File: config.mk
export PLATFORM = sky130hd
export DESIGN_NAME = seq_serializer
export DESIGN_NICKNAME = d
export VERILOG_FILES = /design/src/rtl/seq_serializer.sv
export SDC_FILE = /design/constraint.sdc
export NUM_CORES = 1
export LEC_CHECK = 0
export BUFFER_PORTS_ARGS = -buffer_cell sky130_fd_sc_hd__buf_2
export CAP_MARGIN = 20
export CORE_AREA = 2 2 74 62
export DETAILED_ROUTE_END_ITERATION = 8
export DIE_AREA = 0 0 76 64
export GPL_ROUTABILITY_DRIVEN = 0
export PLACE_DENSITY = 0.87
export SLEW_MARGIN = 20
export SYNTH_ARGS = -nofsm -noshare
export SYNTH_HDL_FRONTEND = slang
export SYNTH_SLANG_ARGS = --single-unit
File: constraint.sdc
create_clock -name clk -period 3.15 [get_ports clk]
set_clock_uncertainty 0.2 [all_clocks]
set_input_delay 0.945 -clock clk [delete_from_list [all_inputs] [get_ports clk]]
set_output_delay 0.945 -clock clk [all_outputs]
set_load 0.02 [all_outputs]
File: src/rtl/seq_serializer.sv
// seq_serializer: parallel word in via valid/ready, MSB-first serial stream out with programmable inter-bit gap
module seq_serializer #(
    parameter int WIDTH = 16,
    parameter int LEN_W = 5,
    parameter int GAP_W = 4
) (
    input  logic             clk,
    input  logic             rst_n,
    input  logic             load_vld,
    input  logic [WIDTH-1:0] load_data,
    input  logic [LEN_W-1:0] load_len,
    input  logic [GAP_W-1:0] load_gap,
    output logic             load_rdy,
    output logic             dout,
    output logic             dout_vld,
    output logic             busy,
    output logic             done
);
    typedef enum logic [1:0] {IDLE = 2'd0, SEND = 2'd1, GAP = 2'd2} state_t;

    localparam logic [LEN_W-1:0] LEN_MAX = LEN_W'(WIDTH);

    state_t           state_q, state_d;
    logic [WIDTH-1:0] data_q, data_d;
    logic [LEN_W-1:0] idx_q, idx_d;
    logic [GAP_W-1:0] gap_q, gap_d;
    logic [GAP_W-1:0] cnt_q, cnt_d;
    logic             load_rdy_q, load_rdy_d;
    logic             dout_q, dout_d;
    logic             dout_vld_q, dout_vld_d;
    logic             busy_q, busy_d;
    logic             done_q, done_d;

    logic [LEN_W-1:0] idx_ld;
    logic [LEN_W-1:0] idx_sel;
    logic             in_bit;
    logic             q_bit;

    // Out-of-range lengths collapse to a full word; the first bit sent sits at len-1
    assign idx_ld  = ((load_len == '0) || (load_len > LEN_MAX)) ? LEN_MAX - LEN_W'(1) : load_len - LEN_W'(1);
    // Outputs are registered, so the bit selected is the one that will be on the wire next cycle
    assign idx_sel = (state_q == SEND) ? idx_q - LEN_W'(1) : idx_q;
    assign in_bit  = |(load_data & (WIDTH'(1) << idx_ld));
    assign q_bit   = |(data_q & (WIDTH'(1) << idx_sel));

    assign load_rdy = load_rdy_q;
    assign dout     = dout_q;
    assign dout_vld = dout_vld_q;
    assign busy     = busy_q;
    assign done     = done_q;

    // Next-state and next-output logic for the IDLE/SEND/GAP sequencer
    always_comb begin
        state_d    = state_q;
        data_d     = data_q;
        idx_d      = idx_q;
        gap_d      = gap_q;
        cnt_d      = cnt_q;
        load_rdy_d = 1'b0;
        dout_d     = 1'b0;
        dout_vld_d = 1'b0;
        busy_d     = 1'b1;
        done_d     = 1'b0;
        case (state_q)
            IDLE: begin
                if (load_vld) begin
                    state_d    = SEND;
                    data_d     = load_data;
                    idx_d      = idx_ld;
                    gap_d      = load_gap;
                    dout_vld_d = 1'b1;
                    dout_d     = in_bit;
                end else begin
                    load_rdy_d = 1'b1;
                    busy_d     = 1'b0;
                end
            end
            SEND: begin
                if (idx_q == '0) begin
                    state_d    = IDLE;
                    load_rdy_d = 1'b1;
                    busy_d     = 1'b0;
                    done_d     = 1'b1;
                end else begin
                    idx_d = idx_q - LEN_W'(1);
                    if (gap_q == '0) begin
                        dout_vld_d = 1'b1;
                        dout_d     = q_bit;
                    end else begin
                        cnt_d   = gap_q;
                        state_d = GAP;
                    end
                end
            end
            GAP: begin
                if (cnt_q == GAP_W'(1)) begin
                    state_d    = SEND;
                    dout_vld_d = 1'b1;
                    dout_d     = q_bit;
                end else begin
                    cnt_d = cnt_q - GAP_W'(1);
                end
            end
            default: begin
                state_d    = IDLE;
                data_d     = '0;
                idx_d      = '0;
                gap_d      = '0;
                cnt_d      = '0;
                load_rdy_d = 1'b1;
                busy_d     = 1'b0;
            end
        endcase
    end

    // State and output registers; reset aborts any word in flight
    always_ff @(posedge clk or negedge rst_n) begin
        if (!rst_n) begin
            state_q    <= IDLE;
            data_q     <= '0;
            idx_q      <= '0;
            gap_q      <= '0;
            cnt_q      <= '0;
            load_rdy_q <= 1'b1;
            dout_q     <= 1'b0;
            dout_vld_q <= 1'b0;
            busy_q     <= 1'b0;
            done_q     <= 1'b0;
        end else begin
            state_q    <= state_d;
            data_q     <= data_d;
            idx_q      <= idx_d;
            gap_q      <= gap_d;
            cnt_q      <= cnt_d;
            load_rdy_q <= load_rdy_d;
            dout_q     <= dout_d;
            dout_vld_q <= dout_vld_d;
            busy_q     <= busy_d;
            done_q     <= done_d;
        end
    end
endmodule
==> results of run 1 <==
[power by group through the flow]
| stage | Clock [mW] | Sequential (mW) | Combinational, mW |
|---|---|---|---|
| after CTS | 0.579 | 0.865 | 1.43 |
| after global placement | 0 | 0.862 | 1.35 |
| after floorplan | 0 | 0.850 | 1.06 |
| after detailed placement | 0 | 0.870 | 1.41 |
| final | 0.572 | 0.871 | 1.44 |
| after global routing | 0.604 | 0.894 | 1.59 |
[cells in the mapped netlist (3+ instances only)]
cell       n  share of area
a21oi_1   10          0.022
a22o_1    21          0.081
a22oi_1    4          0.013
a31oi_1    8          0.022
buf_2      4         0.0089
clkbuf_1   6          0.010
dfrtp_1   35           0.39
ha_1      12          0.066
inv_1     11          0.018
mux2_1     3          0.015
mux2i_1    5          0.022
nand2_1   31          0.052
nand3_1    9          0.020
nor2_1    11          0.018
nor2b_1    7          0.019
nor3_1     9          0.020
o21ai_0   12          0.027
o21ai_1    4         0.0089
o31ai_1    6          0.020
or3_1      3         0.0083
xor2_1     6          0.023
[worst register-to-register path, stage by stage (launching register included)]
cell	delay, ns
dfrtp_1	0.42
inv_1	0.11
ha_1	0.21
nand2_1	0.10
xor2_2	0.39
mux2_1	0.37
a211oi_1	0.30
o211ai_1	0.18
a32o_1	0.23
[through the flow]
step                cells  utilization  setup slack (ns)  instance area, µm²
CTS                   340        0.653             0.223                2660
floorplan             246            -             0.177                2260
finish                340        0.653             0.199                2660
global route          340        0.653             0.113                2660
detailed placement    332        0.614           -0.0628                2500
global placement      332        0.614            0.0450                2500
[layer usage]
metal | track usage | part of all wire | vias up
li1 | - | - | 962
met1 | 0.333 | 0.44 | 968
met2 | 0.378 | 0.45 | 103
met3 | 0.0692 | 0.085 | 20
met4 | 0.0955 | 0.028 | 0
met5 | 0 | 0 | -
[cell families (layout without fill, tap and decap cells)]
kind of cell | Yosys count | count (layout)
and+or+nand+nor | 81 | 81
AOI/OAI and AO/OA | 74 | 74
DFF | 36 | 36
buffers and inverters | 24 | 61
adders and majority gates | 12 | 12
xor gates and xnor gates | 10 | 10
muxes | 9 | 9
[worst paths after layout]
path | start | end | cells past startpoint
worst min-delay path | data_q[11] | data_q[11] | 1
worst min register to register | data_q[11] | data_q[11] | 1
max in group asynchronous | rst_n | data_q[4] | 1
worst max-delay path | load_len[0] | dout | 9
min in group asynchronous | rst_n | cnt_q[1] | 1
worst max register to register | state_q[1] | dout | 8
[cell type report]
| cell class | count | area, µm² | share of cell area |
|---|---|---|---|
| inverter | 12 | 45.0 | 0.0169 |
| multi-input combinational | 186 | 1250 | 0.472 |
| timing repair buffer | 41 | 228 | 0.0856 |
| clock inverter | 3 | 90.1 | 0.0339 |
| sequential | 36 | 902 | 0.339 |
| tap | 57 | 71.3 | 0.0268 |
| clock buffer | 5 | 68.8 | 0.0259 |
[flip-flops by register name, indices dropped and copies added (netlist names)]
register	count
busy	1
cnt_q	4
data_q	16
done	1
dout	1
dout_vld	1
gap_q	4
idx_q	5
load_rdy	1
state_q	2
==> results.sh, run 1 <==
export IMPL_power_frac_seq=0.302
export IMPL_area_growth_pct=17.7
export IMPL_cp_arrival_ns=2.95
export IMPL_comb_power_share=0.500
export IMPL_syn_nets=286
export IMPL_dpl_hpwl_mm=4.02
export IMPL_via_count=2053
export IMPL_cts_root_buffer="clkbuf_8"
export IMPL_worstMarginPinSlew_ns=0.787
export IMPL_wire_per_inst_um=16.4
export IMPL_htreeDepth=2
export IMPL_die_h_um=64
export IMPL_rows=21
export IMPL_grt_usage=0.246
export IMPL_outcome="complete, no violations"
export IMPL_hold_buffers=0
export IMPL_cp_cell_sequence="buf_2 -> inv_2 -> ha_1 -> xnor2_1 -> nand3b_1 -> a21oi_1 -> o32a_1 -> or3_1 -> a32o_1"
export IMPL_holdWs_ns=0.308
export IMPL_power_mw=2.89
export IMPL_num_io_pins=33
export IMPL_gr_total_overflow=0
export IMPL_required_ns=3.15
export IMPL_slew_headroom=0.475
export IMPL_coreArea_um2=4070
export IMPL_grt_pass1_wl_mm=9.33
export IMPL_r2r_slack_ns=0.54
export IMPL_slowest_delay_ns=0.44
export IMPL_drt_first_pass_iters=6
export IMPL_cp_max_fo=6
export IMPL_synthAdderAreaFrac=0.0665
export IMPL_diodes=0
export IMPL_via_per_inst=6.04
export IMPL_drv_slew=0
export IMPL_fin_crit_sh=0.937
export IMPL_grt_max_degree=37
export IMPL_pwr_share_clk=0.198
export IMPL_port_buffers=32
export IMPL_ys_ff_latch=36
export IMPL_cts_num_sinks=36
export IMPL_synth_top_family_by_area="compound AO/OA/AOI/OAI gates"
export IMPL_synth_xor_area_frac=0.0454
export IMPL_cts_tree="yes"
export IMPL_hold_path_class="flip-flop to flip-flop"
export IMPL_fin_crit_ns=2.95
export IMPL_cts_setup_buffers=0
export IMPL_ys_seq_area_frac=0.399
export IMPL_syn_area_um2=2260
export IMPL_synth_compound_area_share=0.228
export IMPL_syn_area_per_cell_um2=9.18
export IMPL_cts_resized=0
export IMPL_p_int_mw=1.67
export IMPL_powerDensity_nw_per_um2=1090
export IMPL_drcViolationCount=0
export IMPL_synth_edf_count=0
export IMPL_drt_iter0_markers=138
export IMPL_critPathBufInv=2
export IMPL_setup_viol=0
export IMPL_cp_start_kind="input port"
export IMPL_worstSetupPathType="input port to flip-flop"
export IMPL_drive_above_1_share=0.198
export IMPL_die_area_um2=4860
export IMPL_tns_ns=0
export IMPL_nFillCells=314
export IMPL_antenna_found_initial=0
export IMPL_async_flop_share=1.00
export IMPL_die_w_um=76
export IMPL_drv_cap=0
export IMPL_yosysWarnings=0
export IMPL_initial_core_util=0.555
export IMPL_cp_top_family="compound AO/OA/AOI/OAI gates"
export IMPL_yosys_area_share_simple=0.173
export IMPL_layout_common_cells="35 x dfrtp_1, 32 x buf_2, 31 x nand2_1, 21 x a22o_1"
export IMPL_clkTransAtPathRegs_ns=0.08
export IMPL_cp_slowest_cell="xnor2_1"
export IMPL_routed_wl_mm=5.56
export IMPL_muxShareOfSynthArea=0.0421
export IMPL_grt_pass1_vias=1914
export IMPL_insertion_delay_ns=0.30
export IMPL_finalNetCount=322
export IMPL_ys_flop_type="dfrtp_1"
export IMPL_numCtsBuffers=5
export IMPL_synth_cell_type_count=46
export IMPL_netlist_instances=246
export IMPL_switching_share=0.420
export IMPL_postRouteAntennaNets=0
export IMPL_worstSetupEndpointType="flip-flop"
export IMPL_final_common_cell="dfrtp_1"
export IMPL_cts_buffer_depth=2
export IMPL_timing_final_hold_violations=0
export IMPL_p_sw_mw=1.21
export IMPL_ir_drop_mv=0.551
export IMPL_rsz0062_at_grt="false"
export IMPL_p_leak_nw=1.25
export IMPL_fmax_mhz=339
Power figures use the tool's default switching activity.
==> run 2: changes to the inputs <==
ABC_AREA = 1   (was unset)
CORE_AREA = 2 2 75 63   (was 2 2 74 62)
DIE_AREA = 0 0 77 65   (was 0 0 76 64)
PLACE_DENSITY = 0.76   (was 0.87)
==> results.sh, run 2 <==
export IMPL_ys_top_cells_by_count="54 x nand3_1, 48 x nand2_1, 35 x dfrtp_1, 35 x inv_1, 33 x nor2_1"
export IMPL_routed_wl_mm=5.75
export IMPL_diodes=0
export IMPL_power_mw=2.56
export IMPL_cp_top_family="adder cells"
export IMPL_regMostFlops="data_q"
export IMPL_port_buffers=32
export IMPL_cts_setup_buffers=0
export IMPL_synth_cell_type_count=38
export IMPL_drcViolationCount=0
export IMPL_fin_crit_ns=2.61
export IMPL_hold_depth=2
export IMPL_cp_slowest_cell="ha_1"
export IMPL_cts_root_buffer="clkbuf_8"
export IMPL_layout_common_cells="54 x nand3_1, 48 x nand2_1, 35 x inv_1, 35 x dfrtp_1, 33 x nor2_1"
export IMPL_dpl_hpwl_mm=4.20
export IMPL_synth_largest_area_cell="dfrtp_1"
export IMPL_grt_pass1_vias=2040
export IMPL_insertion_delay_ns=0.28
export IMPL_netlist_instances=309
export IMPL_yosys_top_cells_area="dfrtp_1 37%, nand3_1 11%, nand2_1 7.7%, ha_1 6.4%, inv_1 5.6%"
export IMPL_gr_total_overflow=0
export IMPL_cts_num_sinks=36
export IMPL_synth_top_area_share=0.372
export IMPL_syn_area_um2=2350
export IMPL_timing_final_hold_violations=0
export IMPL_placed_cell_area_um2=2570
export IMPL_drv_slew=0
export IMPL_fmax_mhz=383
export IMPL_cp_startpoint="state_q[1]"
export IMPL_finalNetCount=383
export IMPL_final_common_cell="nand3_1"
export IMPL_clkTransAtPathRegs_ns=0.08
export IMPL_reg2reg_depth=10
export IMPL_drt_iter0_markers=146
export IMPL_cts_buffer_depth=2
export IMPL_path_common_cell="nand3_1"
export IMPL_numCtsBuffers=5
export IMPL_wire_per_inst_um=14.2
export IMPL_cp_arrival_ns=2.62
export IMPL_hold_buffers=0
export IMPL_critPathBufInv=1
export IMPL_fin_crit_sh=0.828
export IMPL_largest_reg_flops=16
export IMPL_via_per_inst=5.61
export IMPL_r2r_start="state_q[1]"
export IMPL_outcome="complete, no violations"
export IMPL_required_ns=3.16
export IMPL_tns_ns=0
export IMPL_num_io_pins=33
export IMPL_coreArea_um2=4350
export IMPL_drt_first_pass_iters=4
export IMPL_ir_drop_mv=0.533
export IMPL_powerDensity_nw_per_um2=956
export IMPL_stdcell_area_um2=2680
export IMPL_cts_tree="yes"
export IMPL_grt_usage=0.242
export IMPL_fin_ws_ns=0.541
export IMPL_min_to="data_q[3]"
export IMPL_worstSetupPathType="flip-flop to flip-flop"
export IMPL_slowest_delay_ns=0.50
export IMPL_place_worst_setup_slack_ns=0.295
export IMPL_worstHoldStart="data_q[3]"
export IMPL_rsz0062_at_grt="false"
export IMPL_grt_max_degree=37
export IMPL_via_count=2267
export IMPL_ys_ff_latch=36
export IMPL_cts_resized=0
export IMPL_die_h_um=65
export IMPL_antenna_found_initial=0
export IMPL_use_met3=0.0543
export IMPL_ys_seq_area_frac=0.384
export IMPL_slew_headroom=0.475
export IMPL_top_usage_layer="met2"
export IMPL_cp_cell_sequence="inv_1 -> ha_1 -> ha_1 -> nor2_1 -> nand3_1 -> o21ai_0 -> nor2_1 -> nand3_1 -> nand3_1 -> a21oi_2"
export IMPL_use_met1=0.356
export IMPL_worstSetupEndpointType="flip-flop"
export IMPL_cp_max_fo=10
export IMPL_postRouteAntennaNets=0
export IMPL_async_flop_share=1.00
export IMPL_rows=22
export IMPL_r2r_slack_ns=0.54
export IMPL_area_growth_pct=13.9
export IMPL_cp_start_kind="flip-flop"
export IMPL_initial_core_util=0.541
export IMPL_nFillCells=391
export IMPL_yosysWarnings=0
export IMPL_grtUsageMet2=0.367
export IMPL_syn_nets=349
export IMPL_drv_cap=0
export IMPL_syn_area_per_cell_um2=7.61
export IMPL_p_leak_nw=1.36
export IMPL_ys_flop_type="dfrtp_1"
export IMPL_synth_edf_count=0
export IMPL_die_w_um=77
export IMPL_top_regs="data_q: 16 flops, idx_q: 5 flops"
export IMPL_htreeDepth=2
export IMPL_hold_path_class="flip-flop to flip-flop"
export IMPL_drive_above_1_share=0.186
export IMPL_worstMarginPinSlew_ns=0.788
export IMPL_die_area_um2=5010
export IMPL_setup_viol=0
export IMPL_synth_most_common_cell="nand3_1"
export IMPL_r2r_end="dout"
export IMPL_grt_pass1_wl_mm=9.55
[run 2: cell count changes after synthesis, sizes merged, moves of 6 or more]
cell   before  now
nand3       9   58
nor2       11   39
inv        12   38
a22o       21    0
nand2      32   51
o22ai       0    9
o21ai      16   24
nor2b       7    0
a31oi       8    2
[run 2: worst min-delay path: stages, from the launching register on]
cell,delay (ns)
dfrtp_1,0.34
o21ai_0,0.07
nand2_1,0.07
[run 2: metrics by stage]
stage          instances  utilization  hold WS (ns)
6_report             404        0.616         0.319
5_1_grt              404        0.616         0.347
4_1_cts              404        0.616         0.318
3_5_place_dp         396        0.591         0.301
3_3_place_gp         396        0.591         0.294
2_1_floorplan        309            -         0.275
[run 2: area by class of cell]
cell class | count | area (µm²) | share of cell area
clock buffer | 6 | 72.6 | 0.0271
clock inverter | 2 | 35.0 | 0.0131
inverter | 38 | 150 | 0.0560
multi-input combinational | 227 | 1260 | 0.471
sequential | 36 | 902 | 0.337
tap | 60 | 75.1 | 0.0280
timing repair buffer | 35 | 183 | 0.0682
[run 2: layer usage]
metal / share of wire / wire, µm / vias up
met3: 0.087 / 499 / 4
li1: - / - / 1112
met2: 0.45 / 2580 / 100
met1: 0.46 / 2630 / 1051
met4: 0.0066 / 38 / 0
met5: 0 / 0 / -
[run 2: cells by family after synthesis]
family,count (synthesis),share of synthesized area
simple gates,155,0.318
fa+ha+maj,12,0.0638
flops,36,0.384
compound gates,56,0.140
xor+xnor,4,0.0149
buf+inv,46,0.0798
[run 2: worst max path at each step]
| stage | to | cells after the start | slack [ns] |
|---|---|---|---|
| after floorplan | dout | 15 | 0.65 |
| after global placement | dout | 16 | 0.34 |
| after detailed placement | dout | 16 | 0.29 |
| after CTS | dout | 16 | 0.57 |
| after global routing | dout | 16 | 0.29 |
| final | dout | 10 | 0.54 |
[run 2: power breakdown]
part / switching [mW] / leakage, nW / total, mW / internal, mW
registers: 0.0980 / 0.469 / 0.737 / 0.639
clock network: 0.163 / 0.0552 / 0.398 / 0.235
logic: 0.966 / 0.837 / 1.43 / 0.460
total: 1.23 / 1.36 / 2.56 / 1.33
